## config.mk

```make
export PLATFORM = sky130hd
export DESIGN_NAME = evm_ballot_unit
export DESIGN_NICKNAME = d
export VERILOG_FILES = /design/src/rtl/evm_ballot_unit.sv
export SDC_FILE = /design/constraint.sdc
export NUM_CORES = 1
export LEC_CHECK = 0
export CAP_MARGIN = 40
export CORE_MARGIN = 2
export CORE_UTILIZATION = 43
export DETAILED_ROUTE_END_ITERATION = 6
export PLACE_DENSITY = 0.63
export SETUP_SLACK_MARGIN = 0.15
export SYNTH_ARGS = -nofsm -noshare
export SYNTH_HDL_FRONTEND = slang
export SYNTH_SLANG_ARGS = --single-unit
```

## constraint.sdc

```tcl
create_clock -name clk -period 3.6 [get_ports clk]
set_input_delay 0.36 -clock clk [delete_from_list [all_inputs] [get_ports clk]]
set_output_delay 0.36 -clock clk [all_outputs]
set_load 0.01 [all_outputs]
```

## src/rtl/evm_ballot_unit.sv

```systemverilog
`default_nettype none
// ============================================================================
// Module      : evm_ballot_unit
// Description : Ballot unit of an electronic voting machine. The presiding
//               officer releases one ballot with the arm button; the voter
//               then selects exactly one candidate. The selection is offered
//               to the counting unit with a valid/ready handshake, followed by
//               a confirmation beep.
// Revision    : 1.0 - initial release
// ----------------------------------------------------------------------------
// Parameters
//   BEEP_CYCLES    : confirmation beep length in clk cycles (1..255)
//   TIMEOUT_CYCLES : armed-ballot lifetime in clk cycles (1..65535)
// Optional feature
//   EVM_BU_TIMEOUT_EN : when defined, an armed ballot expires after
//                       TIMEOUT_CYCLES cycles and pulses timeout; when not
//                       defined, ARMED waits indefinitely and timeout is 0.
// Ports
//   clk        in   clock, rising edge
//   rst        in   asynchronous active-high reset
//   arm        in   raw ballot-release button (asynchronous)
//   cand_btn   in   raw candidate buttons [3:0] (asynchronous)
//   vote_valid out  vote offered to the counting unit
//   vote_id    out  encoded candidate, valid while vote_valid=1
//   vote_ready in   counting unit accepts the vote
//   ready_led  out  ballot armed, awaiting a voter
//   beep       out  confirmation beep
//   timeout    out  one-cycle pulse when an armed ballot expires
//   ballot_cnt out  accepted votes, wraps 255 -> 0
// ============================================================================
module evm_ballot_unit #(
  parameter int BEEP_CYCLES    = 8,
  parameter int TIMEOUT_CYCLES = 1000
) (
  input  logic       clk,
  input  logic       rst,
  input  logic       arm,
  input  logic [3:0] cand_btn,
  output logic       vote_valid,
  output logic [1:0] vote_id,
  input  logic       vote_ready,
  output logic       ready_led,
  output logic       beep,
  output logic       timeout,
  output logic [7:0] ballot_cnt
);

  typedef enum logic [1:0] {
    S_IDLE  = 2'd0,
    S_ARMED = 2'd1,
    S_SEND  = 2'd2,
    S_BEEP  = 2'd3
  } state_t;

  localparam logic [7:0] c_beep_last = 8'(BEEP_CYCLES - 1);

  state_t     r_state;
  state_t     w_state_nxt;
  logic [4:0] r_sync1;
  logic [4:0] r_sync2;
  logic [4:0] r_hist;
  logic [4:0] r_evt;
  logic [3:0] w_cand_evt;
  logic       w_arm_evt;
  logic       w_single;
  logic [1:0] w_enc;
  logic       w_expire;
  logic [7:0] r_beep_cnt;
  logic       r_vote_valid;
  logic [1:0] r_vote_id;
  logic       r_ready_led;
  logic       r_beep;
  logic       r_timeout;
  logic [7:0] r_ballot_cnt;

  // Bit 0 carries arm, bits 4:1 the candidate buttons. The rising-edge
  // detect is registered so a press at edge k shows vote_valid after k+3.
  always_ff @(posedge clk or posedge rst) begin
    if (rst) begin
      r_sync1 <= '0;
      r_sync2 <= '0;
      r_hist  <= '0;
      r_evt   <= '0;
    end else begin
      r_sync1 <= {cand_btn, arm};
      r_sync2 <= r_sync1;
      r_hist  <= r_sync2;
      r_evt   <= r_sync2 & ~r_hist;
    end
  end

  assign w_arm_evt  = r_evt[0];
  assign w_cand_evt = r_evt[4:1];

  // Exactly one candidate event: non-zero and a power of two.
  assign w_single = (w_cand_evt != 4'd0) &&
                    ((w_cand_evt & (w_cand_evt - 4'd1)) == 4'd0);

  always_comb begin
    w_enc = 2'd0;
    case (w_cand_evt)
      4'b0010: w_enc = 2'd1;
      4'b0100: w_enc = 2'd2;
      4'b1000: w_enc = 2'd3;
      default: w_enc = 2'd0;
    endcase
  end

`ifdef EVM_BU_TIMEOUT_EN
  localparam logic [15:0] c_timer_last = 16'(TIMEOUT_CYCLES - 1);
  logic [15:0] r_timer;

  // Timer is held at zero outside ARMED, so it restarts on every entry.
  always_ff @(posedge clk or posedge rst) begin
    if (rst) begin
      r_timer <= '0;
    end else if (r_state != S_ARMED) begin
      r_timer <= '0;
    end else begin
      r_timer <= r_timer + 16'd1;
    end
  end

  assign w_expire = (r_state == S_ARMED) && (r_timer == c_timer_last);
`else
  assign w_expire = 1'b0;
`endif

  always_comb begin
    w_state_nxt = r_state;
    case (r_state)
      S_IDLE:  if (w_arm_evt) w_state_nxt = S_ARMED;
      // A valid single-button vote takes priority over expiry.
      S_ARMED: if (w_single) w_state_nxt = S_SEND;
               else if (w_expire) w_state_nxt = S_IDLE;
      S_SEND:  if (vote_ready) w_state_nxt = S_BEEP;
      S_BEEP:  if (r_beep_cnt == c_beep_last) w_state_nxt = S_IDLE;
      default: w_state_nxt = S_IDLE;
    endcase
  end

  // Outputs are registered decodes of the next state so they track the
  // state register exactly and are cleared asynchronously with it.
  always_ff @(posedge clk or posedge rst) begin
    if (rst) begin
      r_state      <= S_IDLE;
      r_vote_valid <= 1'b0;
      r_vote_id    <= 2'd0;
      r_ready_led  <= 1'b0;
      r_beep       <= 1'b0;
      r_timeout    <= 1'b0;
      r_ballot_cnt <= 8'd0;
      r_beep_cnt   <= 8'd0;
    end else begin
      r_state      <= w_state_nxt;
      r_vote_valid <= (w_state_nxt == S_SEND);
      r_ready_led  <= (w_state_nxt == S_ARMED);
      r_beep       <= (w_state_nxt == S_BEEP);
      r_timeout    <= (r_state == S_ARMED) && w_expire && !w_single;
      if ((r_state == S_ARMED) && w_single) begin
        r_vote_id <= w_enc;
      end
      if ((r_state == S_SEND) && vote_ready) begin
        r_ballot_cnt <= r_ballot_cnt + 8'd1;
      end
      r_beep_cnt <= (r_state == S_BEEP) ? r_beep_cnt + 8'd1 : 8'd0;
    end
  end

  assign vote_valid = r_vote_valid;
  assign vote_id    = r_vote_id;
  assign ready_led  = r_ready_led;
  assign beep       = r_beep;
  assign timeout    = r_timeout;
  assign ballot_cnt = r_ballot_cnt;

endmodule
`default_nettype wire
```

==> results of run 1 <==
[registers in the layout, indices dropped and copies added, names as in the netlist]
register / count
ready_led: 1
r_beep_cnt: 8
r_evt: 5
beep: 1
vote_id: 2
r_sync1: 5
ballot_cnt: 8
vote_valid: 1
r_hist: 5
r_sync2: 5
r_state: 2
[layer usage]
metal | part of all wire (%) | routed length [um] | vias up
met5 | 0 | 0 | -
met1 | 45 | 1180 | 499
li1 | - | - | 496
met4 | 1.8 | 48 | 0
met2 | 48 | 1260 | 22
met3 | 4.4 | 115 | 5
[cell type report]
cell class / instances / area (um2) / area share [%]
inverters: 2 / 7.51 / 0.374
clock inverters: 1 / 5.00 / 0.250
multi-input cells: 80 / 539 / 26.9
well taps: 48 / 60.1 / 2.99
clock buffers: 6 / 82.6 / 4.12
repair buffers: 22 / 235 / 11.7
flip-flops and latches: 43 / 1080 / 53.6
[stage by stage]
step | cells | cell area (um2) | hold slack (ns) | power, mW | setup WS (ns)
2_1_floorplan | 127 | 1640 | 0.331 | 0.806 | 2.11
3_3_place_gp | 194 | 1890 | 0.334 | 0.928 | 1.91
3_5_place_dp | 195 | 1920 | 0.342 | 0.943 | 1.90
4_1_cts | 202 | 2010 | 0.312 | 1.24 | 1.92
5_1_grt | 202 | 2010 | 0.322 | 1.32 | 1.87
6_report | 202 | 2010 | 0.311 | 1.23 | 1.93
[cells in the mapped netlist]
master,number
ha_1,2
buf_2,1
nor2b_1,6
or3_1,3
xnor2_1,7
o41ai_4,1
a221o_1,1
nand4bb_1,1
and3_1,3
a211oi_1,2
o31ai_1,1
mux2_1,1
and3b_1,1
dfrtp_1,43
nand3_1,6
and4_1,2
buf_4,1
or4_4,1
xor2_1,5
o21ai_1,1
nand4_1,3
inv_1,2
a22oi_1,1
nand2_1,6
o211ai_2,1
nand3b_1,1
conb_1,1
or2_2,1
o21ai_0,5
nand2b_1,1
a21oi_1,7
nor2_1,9
[where the power goes]
group / internal [mW] / switching (mW) / leakage, nW
Clock: 0.150 / 0.149 / 0.0470
Combinational: 0.154 / 0.134 / 0.297
Sequential: 0.559 / 0.0858 / 0.537
[cell families (layout without fill, tap and decap cells)]
logic type	Yosys count	count (layout)	share of synthesized area, %
buffers and inverters	4	31	1.22
xor gates and xnor gates	12	12	6.43
AOI/OAI and AO/OA	20	20	8.87
DFF	43	43	65.8
adders and majority gates	2	2	1.53
and+or+nand+nor	44	44	15.2
muxes	1	1	0.689
other	1	1	0.229
[final timing paths]
path                            endpoint  depth (start not counted)  slack (ns)
hold reg to reg               r_sync2[3]                          0        0.36
setup reg to reg              r_state[0]                          3        2.03
min in group clk              r_sync2[3]                          0        0.36
max in group asynchronous      r_hist[4]                          4        2.61
hold / removal             ballot_cnt[1]                          2        0.31
setup / recovery           ballot_cnt[2]                          1        1.93
==> impl_metrics.csv, run 1 <==
group,metric,value,unit
clocking,clkLatencyLatePin,0.29,ns
clocking,clk_pin_slew,0.07,ns
yosys,synth_cell_type_count,32,
worst_setup_path,crit_buf_inv,1,
grt,busiest_layer,"met2",
clocking,cts_setup_buffers,0,
timing,rsz0062_at_grt,"false",
detailed_routing,drt_iter0_drc,50,
detailed_routing,drtPass1Iterations,4,
grt,grt_pass1_wl,4560,um
grt,grt_util_all_layers,14.3,%
final_layout,diodes,0,
timing,fmax,599,MHz
detailed_routing,wl,2610,um
pwr,p_per_area,614,mW/mm2
floorplan,num_rows,22,
run_status,outcome,"complete, no violations",
placement,numPortBuffers,20,
worst_setup_path,cpPeakStageDelay,0.58,ns
yosys,ys_seq_area_share,65.8,%
pwr,vdd_drop_max,0.361,mV
final_layout,layout-drive-gt1-share,8.44,%
final_layout,fillers,316,
floorplan,core-area,0.00366,mm2
yosys,synth_top_area_cell,"dfrtp_1",
worst_setup_path,cp-end-kind,"output port",
flow_run,maxCapViolCount,0,
yosys,yosysWarnings,0,
grt,met1_usage,17.6,%
clocking,cts_resized,0,
min_path,min-delay-path-class,"input pin to async pin",
clocking,cts_hold_buf,0,
pwr,p_leak,0.881,nW
floorplan,die_w,65.7,um
detailed_routing,vias_per_cell,5.06,
timing,hold_violations,0,
clocking,cts_root_buf,"clkbuf_8",
worst_setup_path,critPathMaxFanout,6,
grt,antenna_found_initial,0,
placement,hpwlAfterDp,1870,um
yosys,synthesis.nets,137,
grt,grt_overflow,0,
timing,period_minus_slack,1.67,ns
grt,use_met3,5.65,%
detailed_routing,vias,1022,
floorplan,die_h,65.7,um
clocking,cts_tree,"yes",
clocking,cts_buffer_depth,2,
yosys,synth_area_leaders,"dfrtp_1 (66%), xnor2_1 (3.7%), xor2_1 (2.7%), nor2b_1 (2.3%), a21oi_1 (2.1%)",
worst_setup_path,r2r-start,"r_beep_cnt[4]",
worst_setup_path,critPathLaunchType,"flip-flop",
final_layout,final_common_cell,"dfrtp_1",
timing,setup_violations,0,
floorplan,pin_count,22,
worst_setup_path,critPathKind,"flip-flop to output port",
worst_setup_path,critPathSlowestCell,"clkdlybuf4s50_1",
final_layout,area_delta_synth_final,22.6,%
worst_setup_path,crit_family,"buffers and inverters",
clocking,numCtsBuffers,5,
timing,fin_worst_skew,0.00418,ns
worst_setup_path,cp.required,3.24,ns
yosys,netlist_instances,127,
detailed_routing,wl_per_cell,12.9,um
final_layout,fin_nets,164,
yosys,synth-seq-cells,43,
clocking,cts.sinks,43,
detailed_routing,drcViolationCount,0,
final_layout,mostFrequentLayoutCells,"dfrtp_1 (43), clkdlybuf4s50_1 (20), nor2_1 (9)",
final_layout,fin_util,54.8,%
yosys,syn_area,0.00164,mm2
timing,maxSlewViolCount,0,
yosys,avgSynthCellArea,12.9,um2
grt,grt_max_degree,22,
worst_setup_path,crit_chain,"clkdlybuf4s50_1",
timing,period_share,46.4,%
detailed_routing,detail-route-antenna-nets,0,
floorplan,start_util,44.7,%
clocking,cts_max_level,2,
timing,tns,0,ns
worst_setup_path,worstPathArrival,1.31,ns
grt,use_met2,22.6,%
worst_setup_path,crit_start,"ballot_cnt[2]",
grt,first_global_vias,1019,
placement,gp_congestion,0.795,
floorplan,dieArea,0.00431,mm2
yosys,yosys.area.top_type_share,65.8,%
No activity file was read; power rests on OpenSTA's default activity.
==> run 2: changes to the inputs <==
PLACE_DENSITY = 0.65   (was 0.63)
clock period = 1.5 ns   (was 3.6 ns; I/O delays follow)
==> impl_metrics.csv, run 2 (synthesis results as in run 1) <==
group,metric,value,unit
run_status,outcome,"complete, no violations",
worst_setup_path,critPathKind,"flip-flop to flip-flop",
timing,rsz0062_at_grt,"true",
placement,hpwlAfterDp,1830,um
final_layout,design_area,0.00211,mm2
clocking,clk_pin_slew,0.08,ns
timing,hold_violations,0,
min_path,min-delay-path-class,"input pin to async pin",
grt,grt_overflow,0,
floorplan,die_w,65.7,um
grt,grt_max_degree,44,
pwr,switching_power,0.961,mW
worst_setup_path,critPathMaxFanout,3,
clocking,cts_tree,"yes",
placement,numPortBuffers,20,
grt,antenna_found_initial,0,
detailed_routing,detail-route-antenna-nets,0,
final_layout,layout-drive-gt1-share,17.5,%
timing,period_minus_slack,1.47,ns
clocking,cts_max_level,2,
final_layout,fin_cells,214,
floorplan,core-area,0.00366,mm2
floorplan,dieArea,0.00431,mm2
placement,dp_cells,196,
timing,tns,0,ns
timing,period_share,97.7,%
pwr,p_leak,1.01,nW
worst_setup_path,cp-end-kind,"flip-flop",
clocking,cts_hold_buf,0,
floorplan,num_rows,22,
grt,grt_pass1_wl,4770,um
detailed_routing,drt_iter0_drc,69,
pwr,seqPwrFrac,45.5,%
placement,place_area,0.00192,mm2
worst_setup_path,worstPathArrival,1.63,ns
clocking,cts_buffer_depth,2,
pwr,comb_power_share,27.0,%
pwr,swShare,29.5,%
grt,grt_util_all_layers,15.2,%
final_layout,diodes,0,
detailed_routing,wl_per_cell,13.0,um
clocking,numCtsBuffers,5,
placement,gp_congestion,0.791,
pwr,internal-power,2.30,mW
detailed_routing,drcViolationCount,0,
pwr,vdd_drop_max,0.885,mV
worst_setup_path,cp.required,1.66,ns
pwr,clockPowerShare,27.5,%
clocking,clkLatencyLatePin,0.29,ns
pwr,total_power,3.26,mW
detailed_routing,vias,1091,
floorplan,die_h,65.7,um
final_layout,fillers,291,
final_layout,mostFrequentLayoutCells,"dfrtp_1 (42), buf_4 (12), nor2_1 (9), clkdlybuf4s50_1 (9), dlygate4sd2_1 (9)",
pwr,p_per_area,1540,mW/mm2
timing,fin_worst_skew,0.00336,ns
floorplan,start_util,44.7,%
final_layout,area_delta_synth_final,29.1,%
final_layout,final_common_cell,"dfrtp_1",
clocking,cts.sinks,43,
detailed_routing,drtPass1Iterations,4,
worst_setup_path,ff2ff_setup_slack,0.03,ns
detailed_routing,vias_per_cell,5.10,
flow_run,maxCapViolCount,0,
final_layout,fin_nets,175,
detailed_routing,wl,2780,um
worst_setup_path,critPathLaunchType,"flip-flop",
timing,maxSlewViolCount,0,
floorplan,pin_count,22,
timing,fmax,683,MHz
timing,setup_violations,0,
grt,first_global_vias,1015,
clocking,cts_root_buf,"clkbuf_8",
run 2: changes by cell type in the layout (fill, tap and decap cells not counted), moves of 2 or more:
| cell | change |
|---|---|
| buf_4 | +11 |
| dlymetal6s2s_1 | +2 |
| dlygate4sd2_1 | +9 |
| clkdlybuf4s50_1 | -11 |
run 2: layout make-up:
type / instances / area (um2) / share of cell area [%]
clock inverter: 3 / 47.5 / 2.25
inverter: 2 / 7.51 / 0.356
timing repair buffer: 33 / 304 / 14.4
tap: 48 / 60.1 / 2.85
multi-input combinational: 80 / 546 / 25.8
sequential: 43 / 1080 / 51.0
clock buffer: 5 / 68.8 / 3.26
run 2: critical path: stages, from the launching register on:
cell	delay (ns)
dfrtp_1	0.39
or4_4	0.55
o41ai_4	0.29
o21ai_1	0.11
run 2: stage by stage:
| stage | setup slack (ns) | hold slack (ns) | util, % |
|---|---|---|---|
| 6_report | 0.0349 | 0.217 | 57.7 |
| 3_5_place_dp | 0.0129 | 0.335 | 52.4 |
| 5_1_grt | -0.0205 | 0.231 | 57.7 |
| 2_1_floorplan | 0.0940 | 0.181 | - |
| 3_3_place_gp | 0.0436 | 0.336 | 52.4 |
| 4_1_cts | 0.0337 | 0.222 | 57.0 |
run 2: path summary, 6_finish.rpt:
check / from / endpoint / cells past startpoint
setup / recovery: r_beep_cnt[5] / r_state[1] / 3
hold / removal: rst / ballot_cnt[2] / 3
setup reg to reg: r_beep_cnt[5] / r_state[1] / 3
hold reg to reg: r_sync1[0] / r_sync2[0] / 0
max in group asynchronous: rst / ballot_cnt[0] / 3
min in group clk: cand_btn[0] / r_sync1[1] / 1
run 2: timing repair:
item / CTS / global route
setup buffers: 8 / 2
resized for setup: 12 / 3
pin swaps: 1 / 1
setup endpoints to repair: 15 / 9
run 2: per-layer routing:
layer	vias up	GRT usage, %	routed length, um
li1	519	-	-
met1	543	18.8	1260
met2	27	23.5	1380
met3	2	6.68	124
met4	0	5.47	18
met5	-	0	0
run 2: power groups by stage:
stage,Sequential [mW],Clock [mW],Combinational (mW)
2_1_floorplan,1.57,0,0.364
6_report,1.48,0.897,0.878
3_3_place_gp,1.55,0,0.704
3_5_place_dp,1.56,0,0.719
5_1_grt,1.51,0.985,0.970
4_1_cts,1.48,0.932,0.858
